**config.mk**
```make
export PLATFORM = sky130hd
export DESIGN_NAME = cv32e40p_fpu_issue_queue
export DESIGN_NICKNAME = d
export VERILOG_FILES = /design/src/rtl/cv32e40p_fpu_issue_queue.sv
export SDC_FILE = /design/constraint.sdc
export NUM_CORES = 1
export LEC_CHECK = 0
export BUFFER_PORTS_ARGS = -buffer_cell sky130_fd_sc_hd__buf_2
export CAP_MARGIN = 30
export CORE_MARGIN = 2
export CORE_UTILIZATION = 52
export CTS_BUF_LIST = sky130_fd_sc_hd__clkbuf_4
export DETAILED_ROUTE_END_ITERATION = 6
export GPL_TIMING_DRIVEN = 0
export PLACE_DENSITY = 0.8
export SYNTH_ARGS = -nofsm -noshare
export SYNTH_HDL_FRONTEND = slang
export SYNTH_SLANG_ARGS = --single-unit
```
**constraint.sdc**
```tcl
create_clock -name clk -period 17.7 [get_ports clk]
set_input_delay 3.54 -clock clk [delete_from_list [all_inputs] [get_ports clk]]
set_output_delay 3.54 -clock clk [all_outputs]
set_load 0.05 [all_outputs]
```
**src/rtl/cv32e40p_fpu_issue_queue.sv**
```systemverilog
// cv32e40p_fpu_issue_queue: in-order FP request buffer with DIV/SQRT serialisation and illegal-encoding discard
module cv32e40p_fpu_issue_queue #(
    parameter int DEPTH     = 2,
    parameter int C_FLEN    = 32,
    parameter int TAG_WIDTH = 5
) (
    input  logic                    clk,
    input  logic                    rst,
    input  logic                    flush_i,
    input  logic                    in_valid_i,
    output logic                    in_ready_o,
    input  logic [3:0]              in_op_i,
    input  logic                    in_op_mod_i,
    input  logic [2:0]              in_src_fmt_i,
    input  logic [2:0]              in_dst_fmt_i,
    input  logic [1:0]              in_int_fmt_i,
    input  logic [2:0]              in_rnd_i,
    input  logic [3*C_FLEN-1:0]     in_operands_i,
    input  logic [TAG_WIDTH-1:0]    in_tag_i,
    output logic                    out_valid_o,
    input  logic                    out_ready_i,
    output logic [3:0]              out_op_o,
    output logic                    out_op_mod_o,
    output logic [2:0]              out_src_fmt_o,
    output logic [2:0]              out_dst_fmt_o,
    output logic [1:0]              out_int_fmt_o,
    output logic [2:0]              out_rnd_o,
    output logic [3*C_FLEN-1:0]     out_operands_o,
    output logic [TAG_WIDTH-1:0]    out_tag_o,
    input  logic                    divsqrt_done_i,
    output logic                    divsqrt_busy_o,
    output logic                    illegal_o,
    output logic [$clog2(DEPTH):0]  count_o
);
    localparam int AW = $clog2(DEPTH);
    localparam int EW = 16 + 3 * C_FLEN + TAG_WIDTH;
    localparam logic [AW:0] FULL = (AW + 1)'(DEPTH);
    localparam logic [3:0] OP_DIV = 4'd4;
    localparam logic [3:0] OP_SQRT = 4'd5;

    logic [EW-1:0] mem [DEPTH];
    logic [AW-1:0] wptr, rptr;
    logic [AW:0]   count;
    logic          illegal, push, pop, head_ds, busy;

    assign illegal = (in_op_i == 4'd15) || (in_src_fmt_i > 3'd4) || (in_dst_fmt_i > 3'd4);
    assign in_ready_o = (count != FULL) && !flush_i;
    assign push = in_valid_i && in_ready_o && !illegal;
    assign {out_op_o, out_op_mod_o, out_src_fmt_o, out_dst_fmt_o, out_int_fmt_o,
            out_rnd_o, out_operands_o, out_tag_o} = mem[rptr];
    assign head_ds = (out_op_o == OP_DIV) || (out_op_o == OP_SQRT);
    assign out_valid_o = (count != '0) && !(head_ds && busy);
    assign pop = out_valid_o && out_ready_i && !flush_i;
    assign divsqrt_busy_o = busy;
    assign count_o = count;

    // Entry storage; only legal requests are written
    always_ff @(posedge clk) begin
        if (push)
            mem[wptr] <= {in_op_i, in_op_mod_i, in_src_fmt_i, in_dst_fmt_i, in_int_fmt_i,
                          in_rnd_i, in_operands_i, in_tag_i};
    end

    // Pointers and occupancy; flush empties the queue but leaves the DIV/SQRT unit running
    always_ff @(posedge clk) begin
        if (rst || flush_i) begin
            wptr  <= '0;
            rptr  <= '0;
            count <= '0;
        end else begin
            wptr  <= push ? wptr + AW'(1) : wptr;
            rptr  <= pop ? rptr + AW'(1) : rptr;
            count <= count + (AW + 1)'(push) - (AW + 1)'(pop);
        end
    end

    // DIV/SQRT occupancy: issuing wins over a coincident completion
    always_ff @(posedge clk) begin
        if (rst)
            busy <= 1'b0;
        else if (pop && head_ds)
            busy <= 1'b1;
        else if (divsqrt_done_i)
            busy <= 1'b0;
    end

    // Discard notification, one cycle after an illegal request is handshaken
    always_ff @(posedge clk) begin
        illegal_o <= rst ? 1'b0 : (in_valid_i && in_ready_o && illegal);
    end
endmodule

```
After elaboration in Yosys (flattened, before gate mapping)
Memory sizes are Yosys's and may differ from the RTL's. A register that Yosys moved wholly into a read port is not among the register bits.
Index checks and enable logic that the tools add are counted.
{"block": "word_totals", "n_memories": 1, "mem_bits_rw": 234, "ff_bits": 6, "output_inout_bits": 123, "input_bits": 123}
{"memory": "mem", "depth": 2, "width": 117, "rd": 1, "rd_clocked_by_memory_dff": 1, "wr": 1, "line_no": "41", "rtl": "logic [EW-1:0] mem [DEPTH];"}
{"block": "classes", "n_lt_le_gt_ge": 2, "n_reduce_logical": 18, "mux": 6, "eq_ne": 4, "add_sub_neg": 4}
{"operator": "$logic_and A1 B1 Y1", "n": 9}
{"operator": "$eq A4 B3 Y1 const B", "n": 2}
{"operator": "$gt A3 B3 Y1 const B", "n": 2}
{"operator": "$mux W1", "n": 6}
{"operator": "$eq A4 B4 Y1 const B", "n": 1}
{"operator": "$logic_or A1 B1 Y1", "n": 4}
{"operator": "$reduce_bool A2 Y1", "n": 2}
{"operator": "$logic_not A1 Y1", "n": 3}
{"operator": "$add A1 B1 Y1 const B", "n": 2}
{"operator": "$add A2 B1 Y2", "n": 1}
{"operator": "$ne A2 B2 Y1 const B", "n": 1}
{"operator": "$sub A2 B1 Y2", "n": 1}

Longest topological paths before layout
Gate-level depths: netlist of run 1.
{"block": "depth", "word_depth": 9, "mapped_depth": 10}

Worst setup path after synthesis of run 1
OpenSTA, ideal clock, no wires.
{"block": "synth_timing", "kind": "input-to-reg", "startpoint": "in in_src_fmt_i[1]", "endpoint": "mem mem[0][0] (netlist bit), enable pin", "arrival_ns": 8.834, "setup_ns": 0.595, "cell_stages": 4, "n_path_buf": 0, "slack_ns": 8.271, "cell_sequence": "o21ai_0 -> and3_1 -> nand2_1 -> nor2_1"}
{"block": "synth_via", "elab_chain_len": 7}
{"element": "start, declared", "line_no": "14", "rtl": "input logic [2:0] in_src_fmt_i,"}
{"element": "$gt A3 B3 Y1", "line_no": "46", "rtl": "assign illegal = (in_op_i == 4'd15) || (in_src_fmt_i > 3'd4) || (in_dst_fmt_i > 3'd4);"}
{"element": "$logic_or A1 B1 Y1 (2 in series)", "line_no": "46"}
{"element": "$logic_not A1 Y1", "line_no": "48", "rtl": "assign push = in_valid_i && in_ready_o && !illegal;"}
{"element": "$logic_and A1 B1 Y1", "line_no": "48"}
{"element": "$mux W1", "line_no": "59", "rtl": "if (push)"}
{"element": "$mux W1 (implied by the code)", "line_no": "60", "rtl": "mem[wptr] <= {in_op_i, in_op_mod_i, in_src_fmt_i, in_dst_fmt_i, in_int_fmt_i,"}
{"element": "end, declared", "line_no": "41"}
Every way passes these cells.

Final worst setup path of run 1
{"block": "layout_timing", "startpoint": "in flush_i", "endpoint": "out in_ready_o"}
{"block": "layout_via", "elab_chain_len": 2}
{"element": "start, declared", "line_no": "9", "rtl": "input logic flush_i,"}
{"element": "$logic_not A1 Y1", "line_no": "47", "rtl": "assign in_ready_o = (count != FULL) && !flush_i;"}
{"element": "$logic_and A1 B1 Y1", "line_no": "47"}
{"element": "end, declared", "line_no": "11", "rtl": "output logic in_ready_o,"}
Every way passes these cells.

==> results.sh, run 1 <==
export IMPL_globalRouteOverflowTotal=0
export IMPL_period_share_pct=43.0
export IMPL_layout_cells_non_filler=993
export IMPL_leakagePower_nw=4.28
export IMPL_grt_pass1_wl_mm=26.0
export IMPL_ys_types=25
export IMPL_die_w_um=134
export IMPL_hold_violations=0
export IMPL_setup_ws_ns=10.10
export IMPL_end_kind="output port"
export IMPL_initial_core_util_pct=53.0
export IMPL_slew_viol_final=0
export IMPL_grt_total_usage_pct=18.7
export IMPL_final_cell_mix="buf_2 (258), edfxtp_1 (234), mux2_2 (117)"
export IMPL_hold_buffers=0
export IMPL_drtAntennaViolNets=0
export IMPL_synth_seq_cells=241
export IMPL_num_vias=4889
export IMPL_final_util_pct=68.0
export IMPL_drt_iter0_drc=269
export IMPL_row_count=47
export IMPL_final_common_cell="buf_2"
export IMPL_synth_area_um2=8790
export IMPL_seqCellArea_um2=7170
export IMPL_nets=848
export IMPL_path_class="primary input to output port"
export IMPL_ys_seq_area_share_pct=81.5
export IMPL_clk_pin_slew_ns=0.06
export IMPL_clockBufferDepth=3
export IMPL_finalSetupTns_ns=0
export IMPL_cap_violations=0
export IMPL_fin_crit_ns=7.60
export IMPL_hpwlAfterDp_mm=11.6
export IMPL_coreArea_um2=16600
export IMPL_antenna_found_initial=3
export IMPL_viasPerCell=4.92
export IMPL_critical_path_peak_fanout=5
export IMPL_grt_busiest_layer="met2"
export IMPL_holdCritPathClass="flip-flop to flip-flop"
export IMPL_crit_required_ns=14.16
export IMPL_syn_instance_count=410
export IMPL_max_slew_margin_pct=56.0
export IMPL_dp_cells=883
export IMPL_firstDrtPassIters=6
export IMPL_setup_viol=0
export IMPL_yosysWarningCount=0
export IMPL_area_delta_synth_final_pct=28.3
export IMPL_vdd_ir_drop_max_mv=0.0748
export IMPL_grt_pass1_vias=5375
export IMPL_drive_gt1_share_pct=62.6
export IMPL_fmax_mhz=132
export IMPL_routed_wl_mm=16.8
export IMPL_synth_nets=535
export IMPL_htreeDepth=2
export IMPL_use_met1_pct=20.7
export IMPL_p_per_area_nw_per_um2=103
export IMPL_portBuffers=245
export IMPL_die_y_um=134
export IMPL_cts_tree="done"
export IMPL_routedWlPerCell_um=16.9
export IMPL_cts_resized=0
export IMPL_worst_slew_pin_slew_ns=0.658
export IMPL_multi_input_area_um2=1570
export IMPL_clockRootBuffer="clkbuf_4"
export IMPL_skew_ns=0.0162
export IMPL_clkSinkCount=241
export IMPL_cts_buffers=58
export IMPL_gp_congestion=0.752
export IMPL_nFillCells=1134
export IMPL_die_area_um2=18000
export IMPL_clk_latency_ns=0.63
export IMPL_use_met2_pct=32.5
export IMPL_syn_avg_cell_area_um2=21.4
export IMPL_arrival_ns=4.06
export IMPL_rsz0062_at_grt="no"
export IMPL_cts_setup_buffers=0
export IMPL_dpl_worst_slack_ns=10.10
export IMPL_status="finished clean"
export IMPL_cp_start_kind="primary input"
export IMPL_io_pins=246
export IMPL_drc=0
export IMPL_grt_use_met3_pct=6.80
export IMPL_total_power_mw=1.16
export IMPL_grt_max_degree=35
layer usage:
metal	vias to the layer above	routed length [um]
met4	2	335
met2	225	8590
met1	2332	6320
met3	28	1550
li1	2302	-
met5	-	15
layout make-up:
class / count / share of cell area (%)
antenna: 2 / 0.0444
buffer: 13 / 0.577
clock buffer: 92 / 6.12
clock inverter: 16 / 0.787
inverter: 2 / 0.0665
multi-input combinational: 154 / 13.9
sequential: 241 / 63.5
tap: 220 / 2.44
timing repair buffer: 253 / 12.6
state kept, by name, indices dropped and copies added, names as in the netlist, named ones only:
signal,flops
count_o,2
divsqrt_busy_o,1
illegal_o,1
mem,234
rptr,1
wptr,1
power by group:
group / total (mW) / switching, mW / leakage [nW] / internal, mW
logic: 0.0701 / 0.0472 / 1.64 / 0.0229
clock network: 0.451 / 0.201 / 0.466 / 0.250
registers: 0.638 / 0.00208 / 2.18 / 0.635
total: 1.16 / 0.250 / 4.28 / 0.908
Yosys cell counts:
| cell type | instances | area (um2) |
|---|---|---|
| o21a_1 | 1 | 7.51 |
| a21oi_1 | 3 | 15.0 |
| o21ai_0 | 3 | 15.0 |
| dfxtp_1 | 7 | 140 |
| nor3b_1 | 2 | 15.0 |
| nand4_1 | 1 | 6.26 |
| nor2b_1 | 1 | 6.26 |
| edfxtp_1 | 234 | 7030 |
| or2_2 | 1 | 6.26 |
| nor2_1 | 9 | 33.8 |
| xor2_1 | 1 | 8.76 |
| or3b_4 | 1 | 11.3 |
| and3_1 | 1 | 6.26 |
| inv_1 | 2 | 7.51 |
| mux2_2 | 117 | 1320 |
| nand2b_1 | 1 | 6.26 |
| buf_2 | 13 | 65.1 |
| nand2_1 | 3 | 11.3 |
| mux2i_1 | 1 | 10.0 |
| xnor2_1 | 1 | 8.76 |
| nor4b_2 | 1 | 15.0 |
| and2_1 | 1 | 6.26 |
| or3_1 | 2 | 12.5 |
| nor4bb_1 | 1 | 10.0 |
| ha_1 | 2 | 25.0 |
stage by stage:
step                      hold WS (ns)  area [um2]
after floorplan                  0.451        8790
after global placement           0.462       10300
after detailed placement         0.507       10500
after CTS                        0.524       11300
after global routing             0.543       11300
final                            0.525       11300
logic make-up (layout without fill, tap and decap cells):
| family | after synthesis | after routing | share of synthesized area (%) |
|---|---|---|---|
| muxes | 118 | 118 | 15.1 |
| AOI/OAI and AO/OA | 7 | 7 | 0.427 |
| buffers and inverters | 15 | 376 | 0.825 |
| other | 0 | 2 | 0 |
| DFF | 241 | 241 | 81.5 |
| adders and majority gates | 2 | 2 | 0.285 |
| xor gates and xnor gates | 2 | 2 | 0.199 |
| and+or+nand+nor | 25 | 25 | 1.66 |
critical path: stages:
cell    delay (ns)
buf_2         0.13
nor2_1        0.12
buf_2         0.27
final timing paths:
| path | to | startpoint | slack (ns) | cells past startpoint |
|---|---|---|---|---|
| worst max register to register | mem[1][65]$_DFFE_PP_ | count_o[1]$_SDFF_PP0_ | 15.27 | 6 |
| worst min-delay path | divsqrt_busy_o$_SDFFE_PP0P_ | divsqrt_busy_o$_SDFFE_PP0P_ | 0.52 | 2 |
| worst min register to register | divsqrt_busy_o$_SDFFE_PP0P_ | divsqrt_busy_o$_SDFFE_PP0P_ | 0.52 | 2 |
| worst max-delay path | in_ready_o | flush_i | 10.10 | 3 |
No activity file was read; power rests on OpenSTA's default activity.
==> run 2, diff against run 1 <==
- CORE_UTILIZATION: 52 -> 49
- PLACE_DENSITY: 0.8 -> 0.79
- clock period: 17.7 -> 6.6 ns (I/O delays scaled with it)
==> results.sh, run 2 (same netlist as run 1, synthesis figures left out) <==
export IMPL_arrival_ns=2.39
export IMPL_max_slew_margin_pct=39.6
export IMPL_crit_buf_inv=4
export IMPL_antenna_found_initial=2
export IMPL_path_class="flip-flop to output port"
export IMPL_firstDrtPassIters=4
export IMPL_leakagePower_nw=4.25
export IMPL_period_share_pct=56.2
export IMPL_grt_pass1_vias=5097
export IMPL_gp_congestion=0.770
export IMPL_critPathMaxStageDelay_ns=0.38
export IMPL_cp_start_kind="flip-flop"
export IMPL_cts_setup_buffers=0
export IMPL_final_cell_mix="buf_2 (258), edfxtp_1 (234), mux2_2 (117)"
export IMPL_critPathTopFamily="buffers and inverters"
export IMPL_portBuffers=245
export IMPL_nets=844
export IMPL_die_area_um2=19000
export IMPL_routedWlPerCell_um=17.4
export IMPL_largest_register="mem"
export IMPL_cap_violations=0
export IMPL_clk_latency_ns=0.63
export IMPL_row_count=48
export IMPL_critical_path_peak_fanout=10
export IMPL_fin_crit_ns=3.71
export IMPL_cpMostUsedCell="buf_2"
export IMPL_grt_pass1_wl_mm=25.3
export IMPL_drc=0
export IMPL_globalRouteOverflowTotal=0
export IMPL_hpwlAfterDp_mm=11.9
export IMPL_cts_resized=0
export IMPL_area_delta_synth_final_pct=27.7
export IMPL_skew_ns=0.0325
export IMPL_grt_max_degree=36
export IMPL_cts_buffers=56
export IMPL_initial_core_util_pct=50.5
export IMPL_io_pins=246
export IMPL_clockRootBuffer="clkbuf_4"
export IMPL_grt_total_usage_pct=17.4
export IMPL_slew_viol_final=0
export IMPL_die_y_um=138
export IMPL_final_common_cell="buf_2"
export IMPL_rsz0062_at_grt="no"
export IMPL_dp_cells=886
export IMPL_htreeDepth=2
export IMPL_status="finished clean"
export IMPL_largest_register_ffs=234
export IMPL_layout_cells_non_filler=993
export IMPL_viasPerCell=4.94
export IMPL_die_w_um=138
export IMPL_path_cells="buf_2, buf_2, buf_2, mux2_2, buf_2"
export IMPL_p_per_area_nw_per_um2=279
export IMPL_slowest_stage="mux2_2"
export IMPL_clk_pin_slew_ns=0.06
export IMPL_final_util_pct=64.5
export IMPL_crit_required_ns=5.28
export IMPL_coreArea_um2=17400
export IMPL_num_vias=4901
export IMPL_cts_tree="done"
export IMPL_setup_viol=0
export IMPL_clkSinkCount=241
export IMPL_clockBufferDepth=3
export IMPL_hold_buffers=0
export IMPL_end_kind="output port"
export IMPL_holdCritPathClass="flip-flop to flip-flop"
export IMPL_drive_gt1_share_pct=62.7
export IMPL_drtAntennaViolNets=0
export IMPL_fmax_mhz=270
export IMPL_vdd_ir_drop_max_mv=0.186
export IMPL_worst_slew_pin_slew_ns=0.905
export IMPL_drt_iter0_drc=152
export IMPL_hold_violations=0
export IMPL_routed_wl_mm=17.2
## run 2: changes by cell type in the layout (fill, tap and decap cells not counted), sizes merged
cell,before,now
bufinv,1,2
diode,2,3
clkinv,15,10
buf,266,264
## run 2: worst reg2reg max path, cell delays in order (launching register included)
cell and delay, ns:
dfxtp_1 0.35, nor2b_1 0.16, nor3b_1 0.24, nand2_1 0.24, nor2_4 0.75, buf_12 0.30
buf_12 0.25
## run 2: routing by layer
layer | GRT usage, % | wire length (um) | vias up
met5 | 0 | 0 | -
met4 | 6.92 | 329 | 0
met3 | 6.83 | 1680 | 28
met2 | 30.2 | 8660 | 214
met1 | 19.3 | 6570 | 2370
li1 | - | - | 2289
## run 2: area by class of cell
type / instances / area [um2]
fill: 1232 / 6180
clock buffer: 92 / 691
timing repair buffer: 251 / 1350
tap: 225 / 282
inverter: 2 / 7.51
buffer: 13 / 65.1
antenna: 3 / 7.51
sequential: 241 / 7170
clock inverter: 12 / 97.6
multi-input combinational: 154 / 1570
## run 2: stage by stage
step	setup WS (ns)	area [um2]	TNS (ns)	power, mW	hold slack (ns)
after floorplan	-0.609	8790	-142.44	1.86	0.451
after global placement	-3.05	10300	-711.82	1.93	0.461
after detailed placement	2.83	10400	0	1.93	0.492
after CTS	2.77	11200	0	3.18	0.502
after global routing	2.69	11200	0	3.26	0.534
final	2.89	11200	0	3.13	0.504
## run 2: final timing paths
kind / cells after the start / from / slack [ns] / end
max: 5 / flip-flop / 2.89 / out_operands_o[53]
min: 2 / divsqrt_busy_o$_SDFFE_PP0P_ / 0.50 / divsqrt_busy_o$_SDFFE_PP0P_
max reg2reg: 6 / count_o[1]$_SDFF_PP0_ / 3.95 / mem[1][85]$_DFFE_PP_
min reg2reg: 2 / divsqrt_busy_o$_SDFFE_PP0P_ / 0.50 / divsqrt_busy_o$_SDFFE_PP0P_
## run 2: power breakdown
| part | total, mW | switching [mW] | internal [mW] |
|---|---|---|---|
| logic | 0.188 | 0.128 | 0.0598 |
| registers | 1.71 | 0.00554 | 1.70 |
| clock network | 1.24 | 0.531 | 0.705 |
| total | 3.13 | 0.665 | 2.47 |
